$ cat src/rtl/video_mode_pkg.sv
// Shared encodings for the Dreamcast capture mode controller.
// Mode codes, FSM states and nominal raw timing constants.
package video_mode_pkg;

   localparam logic [1:0] MODE_480P = 2'd0;
   localparam logic [1:0] MODE_480I = 2'd1;
   localparam logic [1:0] MODE_240P = 2'd2;
   localparam logic [1:0] MODE_NONE = 2'd3;

   typedef enum logic [1:0] {
      SEARCH  = 2'd0,
      MEASURE = 2'd1,
      LOCKED  = 2'd2,
      LOST    = 2'd3
   } state_t;

   localparam int RAW_WIDTH         = 1716;
   localparam int LINES_480P        = 525;
   localparam int LINES_FIELD_SHORT = 262;
   localparam int LINES_FIELD_LONG  = 263;

endpackage

$ cat src/rtl/frame_classifier.sv
// Sync edge detection, line length checking and per-frame
// line counting; emits a candidate mode at each vsync fall.
module frame_classifier
   import video_mode_pkg::*;
#(
   parameter int LINE_MIN = 1700,
   parameter int LINE_MAX = 1732
) (
   input  logic       clock,
   input  logic       reset,
   input  logic       _hsync,
   input  logic       _vsync,
   output logic       frame_done,
   output logic       hsync_fall,
   output logic       sync_edge,
   output logic [1:0] candidate
);

   localparam logic [11:0] L_MIN  = 12'(LINE_MIN);
   localparam logic [11:0] L_MAX  = 12'(LINE_MAX);
   localparam logic [9:0]  N_FRM  = 10'(LINES_480P);
   localparam logic [9:0]  N_SHRT = 10'(LINES_FIELD_SHORT);
   localparam logic [9:0]  N_LONG = 10'(LINES_FIELD_LONG);

   logic       hs_q;
   logic       vs_q;
   logic       vsync_fall;
   logic [11:0] hclk;
   logic [9:0] line_cnt;
   logic [9:0] prev_lines;
   logic [9:0] lines_now;
   logic       bad_frame;
   logic       first_line;
   logic       line_bad;
   logic       bad_now;

   assign hsync_fall = hs_q & ~_hsync;
   assign vsync_fall = vs_q & ~_vsync;
   assign frame_done = vsync_fall;
   assign sync_edge  = hsync_fall | vsync_fall;

   assign line_bad = hsync_fall && !first_line &&
                     (hclk < L_MIN || hclk > L_MAX);
   assign bad_now  = bad_frame | line_bad;

   // a coincident hsync fall belongs to the frame being closed
   assign lines_now = (hsync_fall && line_cnt != 10'd1023) ?
                      line_cnt + 10'd1 : line_cnt;

   always_ff @(posedge clock or posedge reset) begin
      if (reset) begin
         hs_q       <= 1'b1;
         vs_q       <= 1'b1;
         hclk       <= '0;
         line_cnt   <= '0;
         prev_lines <= '0;
         bad_frame  <= 1'b0;
         first_line <= 1'b1;
      end else begin
         hs_q <= _hsync;
         vs_q <= _vsync;
         if (hsync_fall)
            hclk <= '0;
         else if (hclk != 12'hfff)
            hclk <= hclk + 12'd1;
         if (vsync_fall) begin
            line_cnt   <= '0;
            prev_lines <= lines_now;
            bad_frame  <= 1'b0;
            first_line <= 1'b1;
         end else begin
            line_cnt  <= lines_now;
            bad_frame <= bad_now;
            if (hsync_fall)
               first_line <= 1'b0;
         end
      end
   end

   always_comb begin
      candidate = MODE_NONE;
      if (bad_now)
         candidate = MODE_NONE;
      else if (lines_now >= N_FRM - 10'd1 && lines_now <= N_FRM + 10'd1)
         candidate = MODE_480P;
      else if (lines_now == prev_lines &&
               (lines_now == N_SHRT || lines_now == N_LONG))
         candidate = MODE_240P;
      else if ((lines_now == N_SHRT && prev_lines == N_LONG) ||
               (lines_now == N_LONG && prev_lines == N_SHRT))
         candidate = MODE_480I;
   end

endmodule

$ cat src/rtl/video_mode_ctrl.sv
// Capture mode sequencer: locks onto 480p/480i/240p, drives the
// capture mode controls and falls back to internal timing on loss.
module video_mode_ctrl
   import video_mode_pkg::*;
#(
   parameter int LOSS_TIMEOUT = 108_000_000,
   parameter int LOCK_FRAMES  = 3,
   parameter int LINE_MIN     = 1700,
   parameter int LINE_MAX     = 1732
) (
   input  logic       clock,
   input  logic       reset,
   input  logic       _hsync,
   input  logic       _vsync,
   output logic [1:0] mode,
   output logic       locked,
   output logic       line_doubler,
   output logic       generate_timing,
   output logic       resync,
   output logic [1:0] state_dbg
);

   localparam int TW = $clog2(LOSS_TIMEOUT + 1);
   localparam int MW = $clog2(LOCK_FRAMES + 1);
   localparam logic [TW-1:0] TIMEOUT = TW'(LOSS_TIMEOUT);
   localparam logic [TW-1:0] T_ONE   = TW'(1);
   localparam logic [MW-1:0] LOCK_N  = MW'(LOCK_FRAMES);
   localparam logic [MW-1:0] M_ONE   = MW'(1);

   logic          frame_done;
   logic          hsync_fall;
   logic          sync_edge;
   logic [1:0]    candidate;

   state_t        state_q;
   state_t        state_d;
   logic [MW-1:0] match_q;
   logic [MW-1:0] match_d;
   logic [MW-1:0] match_inc;
   logic [MW-1:0] match_new;
   logic [1:0]    prev_q;
   logic [1:0]    prev_d;
   logic [1:0]    mode_d;
   logic          resync_d;
   logic [TW-1:0] timer;

   frame_classifier #(
      .LINE_MIN (LINE_MIN),
      .LINE_MAX (LINE_MAX)
   ) u_cls (
      .clock      (clock),
      .reset      (reset),
      ._hsync     (_hsync),
      ._vsync     (_vsync),
      .frame_done (frame_done),
      .hsync_fall (hsync_fall),
      .sync_edge  (sync_edge),
      .candidate  (candidate)
   );

   always_ff @(posedge clock or posedge reset) begin
      if (reset) begin
         state_q      <= SEARCH;
         match_q      <= '0;
         prev_q       <= MODE_NONE;
         mode         <= MODE_NONE;
         line_doubler <= 1'b0;
         resync       <= 1'b0;
         timer        <= '0;
      end else begin
         state_q      <= state_d;
         match_q      <= match_d;
         prev_q       <= prev_d;
         mode         <= mode_d;
         line_doubler <= (mode_d == MODE_480I) || (mode_d == MODE_240P);
         resync       <= resync_d;
         if (sync_edge)
            timer <= '0;
         else if (timer != TIMEOUT)
            timer <= timer + T_ONE;
      end
   end

   assign match_new = (candidate != MODE_NONE) ? M_ONE : '0;
   assign match_inc = (candidate != MODE_NONE && candidate == prev_q) ?
                      match_q + M_ONE : match_new;

   always_comb begin
      state_d  = state_q;
      match_d  = match_q;
      prev_d   = prev_q;
      mode_d   = mode;
      resync_d = 1'b0;
      unique case (state_q)
         SEARCH: if (frame_done) begin
            state_d = MEASURE;
            match_d = '0;
            prev_d  = MODE_NONE;
         end
         MEASURE: if (frame_done) begin
            match_d = match_inc;
            prev_d  = candidate;
            if (match_inc == LOCK_N) begin
               state_d  = LOCKED;
               mode_d   = candidate;
               resync_d = 1'b1;
            end
         end
         LOCKED: if (frame_done && candidate != mode) begin
            state_d = MEASURE;
            match_d = match_new;
            prev_d  = candidate;
         end
         LOST: if (hsync_fall)
            state_d = SEARCH;
      endcase
      // an edge arriving on the timeout cycle keeps the stream alive
      if (state_q != LOST && timer == TIMEOUT && !sync_edge) begin
         state_d  = LOST;
         resync_d = 1'b0;
      end
   end

   always_comb begin
      locked          = (state_q == LOCKED);
      generate_timing = (state_q == LOST);
      state_dbg       = state_q;
   end

endmodule
$ cat config.mk
export PLATFORM = sky130hd
export DESIGN_NAME = video_mode_ctrl
export DESIGN_NICKNAME = d
export VERILOG_FILES = /design/src/rtl/video_mode_pkg.sv /design/src/rtl/frame_classifier.sv /design/src/rtl/video_mode_ctrl.sv
export SDC_FILE = /design/constraint.sdc
export NUM_CORES = 1
export LEC_CHECK = 0
export ABC_CLOCK_PERIOD_IN_PS = 3900
export BUFFER_PORTS_ARGS = -buffer_cell sky130_fd_sc_hd__clkbuf_2
export CORE_ASPECT_RATIO = 1.5
export CORE_MARGIN = 2
export CORE_UTILIZATION = 39
export CTS_CLUSTER_DIAMETER = 100
export DETAILED_ROUTE_END_ITERATION = 7
export GPL_TIMING_DRIVEN = 0
export HOLD_SLACK_MARGIN = 0.1
export PLACE_DENSITY = 0.54
export SETUP_SLACK_MARGIN = 0.2
export SYNTH_ARGS = -nofsm -noshare
export SYNTH_HDL_FRONTEND = slang
export SYNTH_SLANG_ARGS = --single-unit
$ cat constraint.sdc
create_clock -name clock -period 3.9 [get_ports clock]
set_input_delay 0.39 -clock clock [delete_from_list [all_inputs] [get_ports clock]]
set_output_delay 0.39 -clock clock [all_outputs]
set_load 0.02 [all_outputs]
Word level (Yosys, flattened, before mapping) --
Index checks and enable logic that the tools add are counted.
Storage, ports and cells: register bits 73
Operators by class: add/sub/neg operators 4, reduce and logical (&&, ||, !) cells 24, mux-type cells 37, magnitude comparators 4, equal/unequal tests 27, bitwise gates (word level) 6
Operator list (count):
- 27-bit two-way mux | 2
- 10-bit by 9-bit equality test with 1-bit output (second input constant) | 4
- 2-bit two-way mux | 20
- 27-bit by 1-bit adder with 27-bit output (second input constant) | 1
- 27-bit equality test (second input constant) | 1
- 27-bit inequality test (second input constant) | 1
- 12-bit two-way mux | 2
- 10-bit two-way mux | 2
- 12-bit by 1-bit adder with 12-bit output (second input constant) | 1
- 12-bit by 11-bit greater-than comparator with 1-bit output (second input constant) | 1
- 12-bit by 11-bit < comparator with 1-bit output (second input constant) | 1
- 12-bit inequality test (second input constant) | 1
- 2-bit case mux with 3 select lines | 2
- 1-bit logical AND | 11
- 10-bit by 1-bit adder with 10-bit output (second input constant) | 1
- 10-bit equality test | 1
- 10-bit greater-or-equal comparator (second input constant) | 1
- 10-bit less-or-equal comparator (second input constant) | 1
- 10-bit inequality test (second input constant) | 1
- 3-bit inequality test (second input constant) | 3
- 2-bit equality test (second input constant) | 4
- 1-bit two-way mux | 8
- 2-bit inequality test (second input constant) | 4
- 2-bit case mux with 4 select lines | 1
- 16 further kinds | 27

Logic depth before layout (Yosys ltp) --
Gate-level depths: netlist of the first run.
depth after elaboration 20, gate-level depth with buffers 13

Modules after synthesis --
Synthesis of the first run repeated with hierarchy kept, for this count alone.
Unflattened totals: cells, all modules 411, area, all modules 4030.1 um2
Modules (own cells, without submodules):
- video_mode_ctrl | instances 1, cells an instance 216, area each 2114.5 um2, sequential area each 930.9 um2
- frame_classifier | instances 1, cells an instance 195, area each 1915.6 um2, sequential area each 904.6 um2

Worst setup path before layout of the first run --
No wires, ideal clock.
path kind reg-to-reg, start register u_cls.line_cnt[0], end register mode[0], cell stages (with the launch flop) 13, path slack 0.845 ns, buffers on the path 1, clock period less this slack 3.055 ns, arrival time 2.973 ns, cell sequence dfrtp_1 > ha_1 > and4_4 > a31oi_4 > a31oi_1 > nor4_1 > a41o_2 > xor2_2 > a32oi_1 > or3_1 > or2_1 > buf_6 > mux2_4
On the way: longest elaborated chain between the ends 17
RTL lines:
- from (decl) | RTL line frame_classifier.sv:29 | logic [9:0] line_cnt;
- from (signal assigned) | RTL line frame_classifier.sv:72 | line_cnt <= lines_now;
- branches (longest 2 deep; another with 10-bit by 1-bit adder with 10-bit output)
- 10-bit two-way mux (*) | RTL line frame_classifier.sv:47 | assign lines_now = (hsync_fall && line_cnt != 10'd1023) ?
- branches (longest 5 deep; another with 10-bit greater-or-equal comparator)
- 2-bit two-way mux (*) | RTL line frame_classifier.sv:84 | else if (lines_now >= N_FRM - 10'd1 && lines_now <= N_FRM + 10'd1)
- 2-bit two-way mux (*) | RTL line frame_classifier.sv:82 | if (bad_now)
- 2-bit inequality test / 2-bit equality test (equally long branches) | RTL line video_mode_ctrl.sv:84, video_mode_ctrl.sv:85
- 1-bit two-way mux / 1-bit logical AND (equally long branches) | RTL line video_mode_ctrl.sv:84, video_mode_ctrl.sv:85
- 2-bit two-way mux | RTL line video_mode_ctrl.sv:85 | assign match_inc = (candidate != MODE_NONE && candidate == prev_q) ?
- 2-bit equality test | RTL line video_mode_ctrl.sv:103 | if (match_inc == LOCK_N) begin
- 2-bit two-way mux (*) | RTL line video_mode_ctrl.sv:103
- 2-bit two-way mux (*) | RTL line video_mode_ctrl.sv:100 | MEASURE: if (frame_done) begin
- 2-bit two-way mux (*) | RTL line video_mode_ctrl.sv:94 | unique case (state_q)
- net mode_d[0] | RTL line video_mode_ctrl.sv:43 | logic [1:0] mode_d;
- to (signal assigned) | RTL line video_mode_ctrl.sv:74 | mode <= mode_d;
- to (decl) | RTL line video_mode_ctrl.sv:15 | output logic [1:0] mode,
Mark *: on every way through the listed nets, which the timed path passes. A chain may end at the register's enable or synchronous reset.

Final worst setup path of the first run --
start register u_cls.line_cnt[1], end register mode[1]
The elaborated chain is that of the path after synthesis.

==> results of run 1 <==
registers in the layout, indices dropped and copies added, names as in the netlist, 2 cells and up:
| register | flops |
|---|---|
| prev_q | 2 |
| match_q | 2 |
| timer | 27 |
| state_dbg | 2 |
| u_cls.hclk | 12 |
| u_cls.line_cnt | 10 |
| mode | 2 |
| u_cls.prev_lines | 10 |
routing by layer:
metal,share of wire,wire (um),vias to the layer above
met5,0,0,-
met4,0.035,329,0
met3,0.018,170,17
met2,0.52,4961,49
met1,0.42,4032,1667
li1,-,-,1670
path summary, 6_finish.rpt:
check	end	slack, ps	cells past startpoint
max	mode[1]	390	12
max reg2reg	mode[1]	390	12
min in group asynchronous	u_cls.hclk[5]	550	3
min	u_cls.vs_q	150	1
min reg2reg	u_cls.first_line	450	2
max in group asynchronous	u_cls.vs_q	2740	4
critical path, stage by stage, from the launching register on:
cell      delay (ps)
dfrtp_1          490
ha_2             320
nand4_1          210
a211oi_4         360
a22oi_1          140
and4bb_1         320
nand4_1          180
o21bai_4         260
a32oi_1          130
or3_1            360
or2_1            240
buf_6            140
mux2_4           290
cell type report:
cell class / instances / area share
multi-input cells: 346 / 0.4608
clock inverters: 3 / 0.008316
clock buffers: 13 / 0.05198
inverters: 17 / 0.01377
repair buffers: 14 / 0.02079
flip-flops and latches: 73 / 0.3815
plain buffers: 19 / 0.02547
well taps: 144 / 0.03742
cell families after synthesis:
family | after synthesis
XOR/XNOR | 35
multiplexers | 10
adder cells (fa/ha/maj) | 9
flip-flops | 73
AO/OA/AOI/OAI | 84
buffers and inverters | 36
AND/OR/NAND/NOR | 208
timing repair:
action / in CTS / in global routing
hold endpoints to repair: 19 / 0
hold buffers: 1 / 0
gates cloned: 0 / 0
pin swaps: 0 / 1
setup endpoints to repair: 3 / 8
gates resized for setup: 2 / 4
buffers inserted: 0 / 1
power by group through the flow:
stage / Combinational, mW / Clock [mW] / Sequential, mW
finish: 0.318 / 0.830 / 0.861
global route: 0.360 / 0.875 / 0.872
CTS: 0.316 / 0.845 / 0.862
detailed placement: 0.313 / 0 / 0.874
global placement: 0.304 / 0 / 0.872
floorplan: 0.232 / 0 / 0.863
synth_stat cells (10+ instances only):
cell type / n
nand3_1: 22
nor2_1: 54
o21ai_0: 23
nand2_1: 41
inv_1: 17
a21oi_1: 27
xnor2_1: 15
xor2_1: 19
nand4_1: 12
dfrtp_1: 66
or3_1: 14
clkbuf_1: 10
metrics by stage:
step,power [mW],setup WS [ps],util,hold slack [ps]
2_1_floorplan,1.095,844.6,-,394.5
3_3_place_gp,1.177,164.4,0.4214,446.2
3_5_place_dp,1.187,150.9,0.4243,370.0
4_1_cts,2.023,207.6,0.4530,143.8
5_1_grt,2.107,209.4,0.4546,159.0
6_report,2.009,393.0,0.4546,148.8
==> impl_results.md, run 1 <==
* Critical path class: flop to flop
* Max Cap Violations at 0
* Area growth syn-to-layout at 13.88%
* Post-route setup TNS at 0 ps
* Largest net degree at the start of global routing at 53
* Num CTS Buffers at 9
* CTS tree: built
* CP Launch Point: u_cls.line_cnt[1]
* Critical Path RT at 4170 ps
* Top FF cell, synth: dfrtp_1
* Antenna-violating nets left at 0
* Commonest non-fill, non-tap cell in the layout: dfrtp_1
* Slew headroom at 0.1406
* Cell row count at 46
* EDFF count, synth at 0
* Share of cells above drive strength 1 at 0.1381
* Placed cell count at a little over 600
* Critical hold path startpoint: _vsync
* Final Instance Area at just under 5000 um2
* Synth area leader: dfrtp_1
* Post-Synthesis Cells at 455
* First-pass GRT wire length at ~16000 um
* H-tree depth at 3
* Number of port buffers at 11
* Finished Layout Cells at 629
* Clk_skew at just under 5 ps
* Flop pwr share at 0.429
* DIE WIDTH at around 90 um
* Top cells by area, synth: dfrtp_1, nor2_1, dfstp_2
* Leak at roughly 2.0 nW
* Max rail drop VDD at 0.2955 mV
* Post-detail-place hpwl at about 6900 um
* Gate power share at 0.158
* # DRC at 0
* DR WL/cell at around 15 um
* Number of global-route vias before repair at 3373
* Clk sink count at 73
* Final slew viol count at 0
* Io pins at 12
* Initial Util at 0.3992
* M2 GR Usage at 0.2931
* Final WL at 9494 um
* Synth warnings at 0
* Via count at 3403
* Async set-reset flop share out of synthesis at 1.000
* Max Clock Freq at 285.1 MHz
* Post-synthesis cell type count at 65
* Commonest cells after routing, fill and taps aside: dfrtp_1, nor2_1, nand2_1, a21oi_1, o21ai_0
* Hold Vio Cnt, Final at 0
* Post-layout nets at about 500
* Flip-flop and latch count after synthesis at 73
* Status: complete, no violations
* Core box area at 10590 um2
* Int Pwr at 1.443 mW
* Die area at 11710 um2
* Critical Path Fanout Max at 9
* Vias per cell at between 5 and 6
* Grt met1 use at 0.2199
* Multi-input logic area at ~2200 um2
* CP startpoint kind: flop
* Clk Latency, worst-skew pair at 340 ps
* Mux cell area share after synthesis at 0.02693
* Clk buf depth at 2
* Least-Margin Pin Slew at 1277 ps
* Flip-flop and latch area at 1837 um2
* Area post-placement at roughly 4500 um2
* Worst Hold Class: input pin to flop
* Drt pass-1 iters at 4
* Clk pwr share at 0.413
* Synth Area per Inst at about 9.3 um2
* Mapped cell area at 4228 um2
* Period utilisation layout at 0.8992
* Synth Net Count at 468
* Post-synthesis adder-cell area fraction at 0.02664
* Setup crit end kind: flop
* CTS clk-pin slew, worst paths at about 60 ps
* GP Congestion at 0.8517
* Clock root cell: clkbuf_16
* GRT Overall Usage at 0.1783
* Initial antenna violation count at 0
* Psw at 0.5662 mW
* Synth Area in Compound Gates at 0.1344
* Final setup fails at 0
* XOR/XNOR Fraction of Synth Area at 0.07428
* Filler Cells Inserted at 1054
* Pwr per Cell Area at 417.4 nW/um2
* GR Util met3 at 0.02073
* Final min period at about 3500 ps
* Post-synthesis sequential area ratio at 0.4342
* RSZ-0062 raised after global routing: false
* Worst R2R Start: u_cls.line_cnt[1]
* Iter 0 DRT Violations at 168
* Largest family of logic cells by synthesized area: simple AND/OR/NAND/NOR gates
* Remaining global-route overflow at 0
* Die height at 131.5 um
* Critical path arrival at ~3800 ps
* Post-synth top area share at 0.3906
* Number of inserted diodes at 0
* GRT busiest layer: met2
* Post-synthesis simple-gate area fraction at 0.2598
* Switching Fraction at 0.2818
No activity file was read; power rests on OpenSTA's default activity.
==> run 2, diff against run 1 <==
--- a/config.mk
+++ b/config.mk
@@ -5,6 +5,7 @@
 export SDC_FILE = /design/constraint.sdc
 export NUM_CORES = 1
 export LEC_CHECK = 0
+export ABC_AREA = 1
 export ABC_CLOCK_PERIOD_IN_PS = 3900
 export BUFFER_PORTS_ARGS = -buffer_cell sky130_fd_sc_hd__clkbuf_2
 export CORE_ASPECT_RATIO = 1.5
@@ -18,4 +19,5 @@
 export SETUP_SLACK_MARGIN = 0.2
 export SYNTH_ARGS = -nofsm -noshare
 export SYNTH_HDL_FRONTEND = slang
+export SYNTH_HIERARCHICAL = 1
 export SYNTH_SLANG_ARGS = --single-unit
==> run 2 against run 1 <==
  * Die area rose by 8.5%
  * Flip-flop and latch count did not move
  * Non-clock buffer count fell by 14
  * Register-to-register slack improved by 360 ps
  * Sequential share of layout area fell by 2.8 points
  * Power rose by 4.7%
  * Cell count rose by 34%
  * Maximum frequency rose by 11%
  * Clock power rose by 16%
  * Combinational power fell by 6.9%
  * Clock skew rose by 0.70 ps
  * Critical endpoint is now line_doubler
  * Largest cell class unchanged
==> impl_results.md, run 2 <==
* Status: complete, no violations (unchanged)
* Final slew viol count at 0 (unchanged)
* # DRC at 0 (unchanged)
* Share of cells above drive strength 1 at 0.1056 (was 0.1381)
* Post-Synthesis Cells at 664 (was 455)
* Flip-flop and latch area at 1836 um2 (was 1837 um2)
* Worst Hold Class: input pin to flop (unchanged)
* Number of flip-flops under the largest register name at 27 (unchanged)
* Initial Util at 0.3992 (about the same)
* Top FF cell, synth: dfrtp_1 (unchanged)
* Io pins at 12 (unchanged)
* Reg2reg end: line_doubler (was mode[1])
* Clk buf depth at 2 (unchanged)
* Via count at 4182 (was 3403)
* Post-synthesis cell type count at 39 (was 65)
* Max Cap Violations at 0 (unchanged)
* Clock root cell: clkbuf_16 (unchanged)
* Cell row count at 48 (was 46)
* Critical path arrival at 3380 ps (was 3770 ps)
* Psw at 0.5650 mW (was 0.5662 mW)
* Post-synth top area share at 0.3588 (was 0.3906)
* Clk sink count at 73 (unchanged)
* Min-Delay Endpoint: u_cls/hs_q (was u_cls.vs_q)
* Largest register by flop count: timer (unchanged)
* Synth Area per Inst at 6.932 um2 (was 9.292 um2)
* Worst hold path stage count at 1 (unchanged)
* Commonest cells after routing, fill and taps aside: nand2_1, nor2_1, inv_1, dfrtp_1, nand3_1 (was dfrtp_1, nor2_1, nand2_1, a21oi_1, o21ai_0)
* Final setup fails at 0 (unchanged)
* Flop2flop setup slack at 750 ps (was 390 ps)
* CTS tree: built (unchanged)
* Number of global-route vias before repair at 4093 (was 3373)
* Number of port buffers at 11 (unchanged)
* Critical hold path startpoint: _hsync (was _vsync)
* Synth warnings at 6 (was 0)
* Async set-reset flop share out of synthesis at 1.000 (unchanged)
* Switching Fraction at 0.2685 (was 0.2818)
* Number of inserted diodes at 0 (unchanged)
* DIE WIDTH at 92.71 um (was 89.01 um)
* Critical Path RT at 4130 ps (was 4170 ps)
* Clk_skew at 5.671 ps (was 4.968 ps)
* Post-CTS setup buffer count at 0 (unchanged)
* Commonest non-fill, non-tap cell in the layout: nand2_1 (was dfrtp_1)
* CTS clk-pin slew, worst paths at 60 ps (about the same)
* Flip-flop and latch count after synthesis at 73 (unchanged)
* Int Pwr at 1.539 mW (was 1.443 mW)
* Clk pwr share at 0.458 (was 0.413)
* Area post-placement at 4846 um2 (was 4493 um2)
* Pwr per Cell Area at 405.4 nW/um2 (was 417.4 nW/um2)
* Setup crit end kind: flop (unchanged)
* Largest regs: timer (27), u_cls/hclk (12) (was timer (27), u_cls.hclk (12))
* Post-layout nets at 699 (was 493)
* Die area at 12710 um2 (was 11710 um2)
* H-tree depth at 3 (unchanged)
* Vias per cell at 4.973 (was 5.410)
* Iter 0 DRT Violations at 190 (was 168)
* Post-synthesis sequential area ratio at 0.3987 (was 0.4342)
* Period utilisation layout at 0.8080 (was 0.8992)
* Setup ws final at 748.9 ps (was 393.0 ps)
* First-pass GRT wire length at 19220 um (was 16360 um)
* Final WL at 11220 um (was 9494 um)
* Mapped cell area at 4603 um2 (was 4228 um2)
* Die height at 137.1 um (was 131.5 um)
* Pre-CTS WS at 784.6 ps (was 150.9 ps)
* Worst R2R Start: u_cls/line_cnt[0] (was u_cls.line_cnt[1])
* Top cells by area, synth: dfrtp_1, nand2_1, nor2_1 (was dfrtp_1, nor2_1, dfstp_2)
* Least-Margin Pin Slew at 790.5 ps (was 1277 ps)
* Gate power share at 0.141 (was 0.158)
* EDFF count, synth at 0 (unchanged)
* GRT Overall Usage at 0.1937 (was 0.1783)
* Clk Latency, worst-skew pair at 340 ps (about the same)
* Remaining global-route overflow at 0 (unchanged)
* Slew headroom at 0.4722 (was 0.1406)
* Synth Net Count at 677 (was 468)
* Num CTS Buffers at 9 (unchanged)
* Core box area at 11530 um2 (was 10590 um2)
* Antenna-violating nets left at 0 (unchanged)
* Post-route setup TNS at 0 ps (unchanged)
* Post-detail-place hpwl at 8547 um (was 6869 um)
* GP Congestion at 0.8724 (was 0.8517)
* Post-synth top cells: nand2_1, nor2_1, inv_1, dfrtp_1, nand3_1 (was dfrtp_1, nor2_1, nand2_1, a21oi_1, o21ai_0)
* Critical Path Fanout Max at 10 (was 9)
* Area growth syn-to-layout at 12.78% (was 13.88%)
* Max Clock Freq at 317.3 MHz (was 285.1 MHz)
* Largest net degree at the start of global routing at 38 (was 53)
* Final min period at 3151 ps (was 3507 ps)
* RSZ-0062 raised after global routing: false (unchanged)
* Max rail drop VDD at 0.2518 mV (was 0.2955 mV)
* Flop pwr share at 0.401 (was 0.429)
* Leak at 2.504 nW (was 2.028 nW)
* Multi-input logic area at 2384 um2 (was 2218 um2)
* Critical path class: flop to flop (unchanged)
* Drt pass-1 iters at 5 (was 4)
* Most common cell in the synthesized netlist: nand2_1 (was dfrtp_1)
* Worst R2R Path Depth at 22 (was 12)
* DR WL/cell at 13.34 um (was 15.09 um)
* Filler Cells Inserted at 1194 (was 1054)
* Final Instance Area at 5191 um2 (was 4815 um2)
* Synth area leader: dfrtp_1 (unchanged)
* Post_cts resized at 0 (was 2)
* Hold Vio Cnt, Final at 0 (unchanged)
* CP startpoint kind: flop (unchanged)
* Initial antenna violation count at 0 (unchanged)
* Quantity of hold-fixing buffers added after cts at 0 (was 1)
## run 2: changes by cell type after synthesis, sizes merged, moves of 8 or more
cell and delta:
nand3 +33, nor3 +13, a21oi -9, o21ai +10, xor2 -14, nand2b -8
or3 -14, inv +74, xnor2 -13, nor2 +49, nand2 +166
## run 2: cells by family (layout without fill, tap and decap cells)
logic type	count (synthesis)	after routing	synth area share
and+or+nand+nor	414	414	0.4047
buffers and inverters	99	126	0.08345
DFF	73	73	0.3987
AOI/OAI and AO/OA	61	61	0.07339
adders and majority gates	9	9	0.02446
xor gates and xnor gates	8	8	0.01522
## run 2: power by group through the flow
| stage | clock, mW | sequential (mW) | combinational (mW) |
|---|---|---|---|
| after floorplan | 0 | 0.853 | 0.222 |
| after global placement | 0 | 0.855 | 0.293 |
| after detailed placement | 0 | 0.857 | 0.296 |
| after CTS | 0.987 | 0.844 | 0.299 |
| after global routing | 1.02 | 0.850 | 0.345 |
| final | 0.964 | 0.844 | 0.296 |
## run 2: routing by layer
metal  vias to the layer above  track usage  wire [um]
met1                      1937       0.2179       4675
met2                        65       0.3593       6016
li1                       2161            -          -
met4                         0      0.07680        225
met3                        19      0.03524        300
met5                         -            0          0
## run 2: metrics by stage
stage	hold WS [ps]	utilization	power [mW]	instances
after detailed placement	453.1	0.4202	1.152	825
final	147.3	0.4502	2.104	841
after CTS	137.1	0.4502	2.129	841
after global routing	140.2	0.4502	2.213	841
after global placement	451.0	0.4202	1.148	825
after floorplan	394.5	-	1.075	664
## run 2: layout make-up
type | count | share of cell area
Clock buffer | 11 | 0.04676
Timing Repair Buffer | 11 | 0.01060
Sequential cell | 73 | 0.3536
Multi-Input combinational cell | 492 | 0.4591
Inverter | 91 | 0.06580
Clock inverter | 5 | 0.01976
Buffer | 8 | 0.008195
Tap cell | 150 | 0.03615
## run 2: how the worst max path moves through the flow
stage                      start           end  slack [ps]  cells after the start
2_1_floorplan  u_cls/line_cnt[0]  line_doubler        1280                     22
3_3_place_gp   u_cls/line_cnt[0]  line_doubler         810                     22
3_5_place_dp              _hsync  line_doubler         780                     21
4_1_cts        u_cls/line_cnt[0]  line_doubler         770                     22
5_1_grt        u_cls/line_cnt[0]  state_dbg[0]         360                     22
6_report       u_cls/line_cnt[0]  line_doubler         750                     22
## run 2: critical path: stages, from the launching register on
cell     delay, ps
dfrtp_1        400
ha_1           240
nand2_1         80
nor2_2          50
nand3_4        130
buf_6          160
nand4_1        100
nand2_1        230
nand3_1        110
nor2_1         180
nand3_1        100
nand2_1         90
nand2_1         50
nand2_1         60
nand2_1        120
inv_1          160
nand2_1        110
a21oi_4        270
nand3_2        140
nand2_1        100
nand2_1         60
nand2_1         60
nand2_1         50
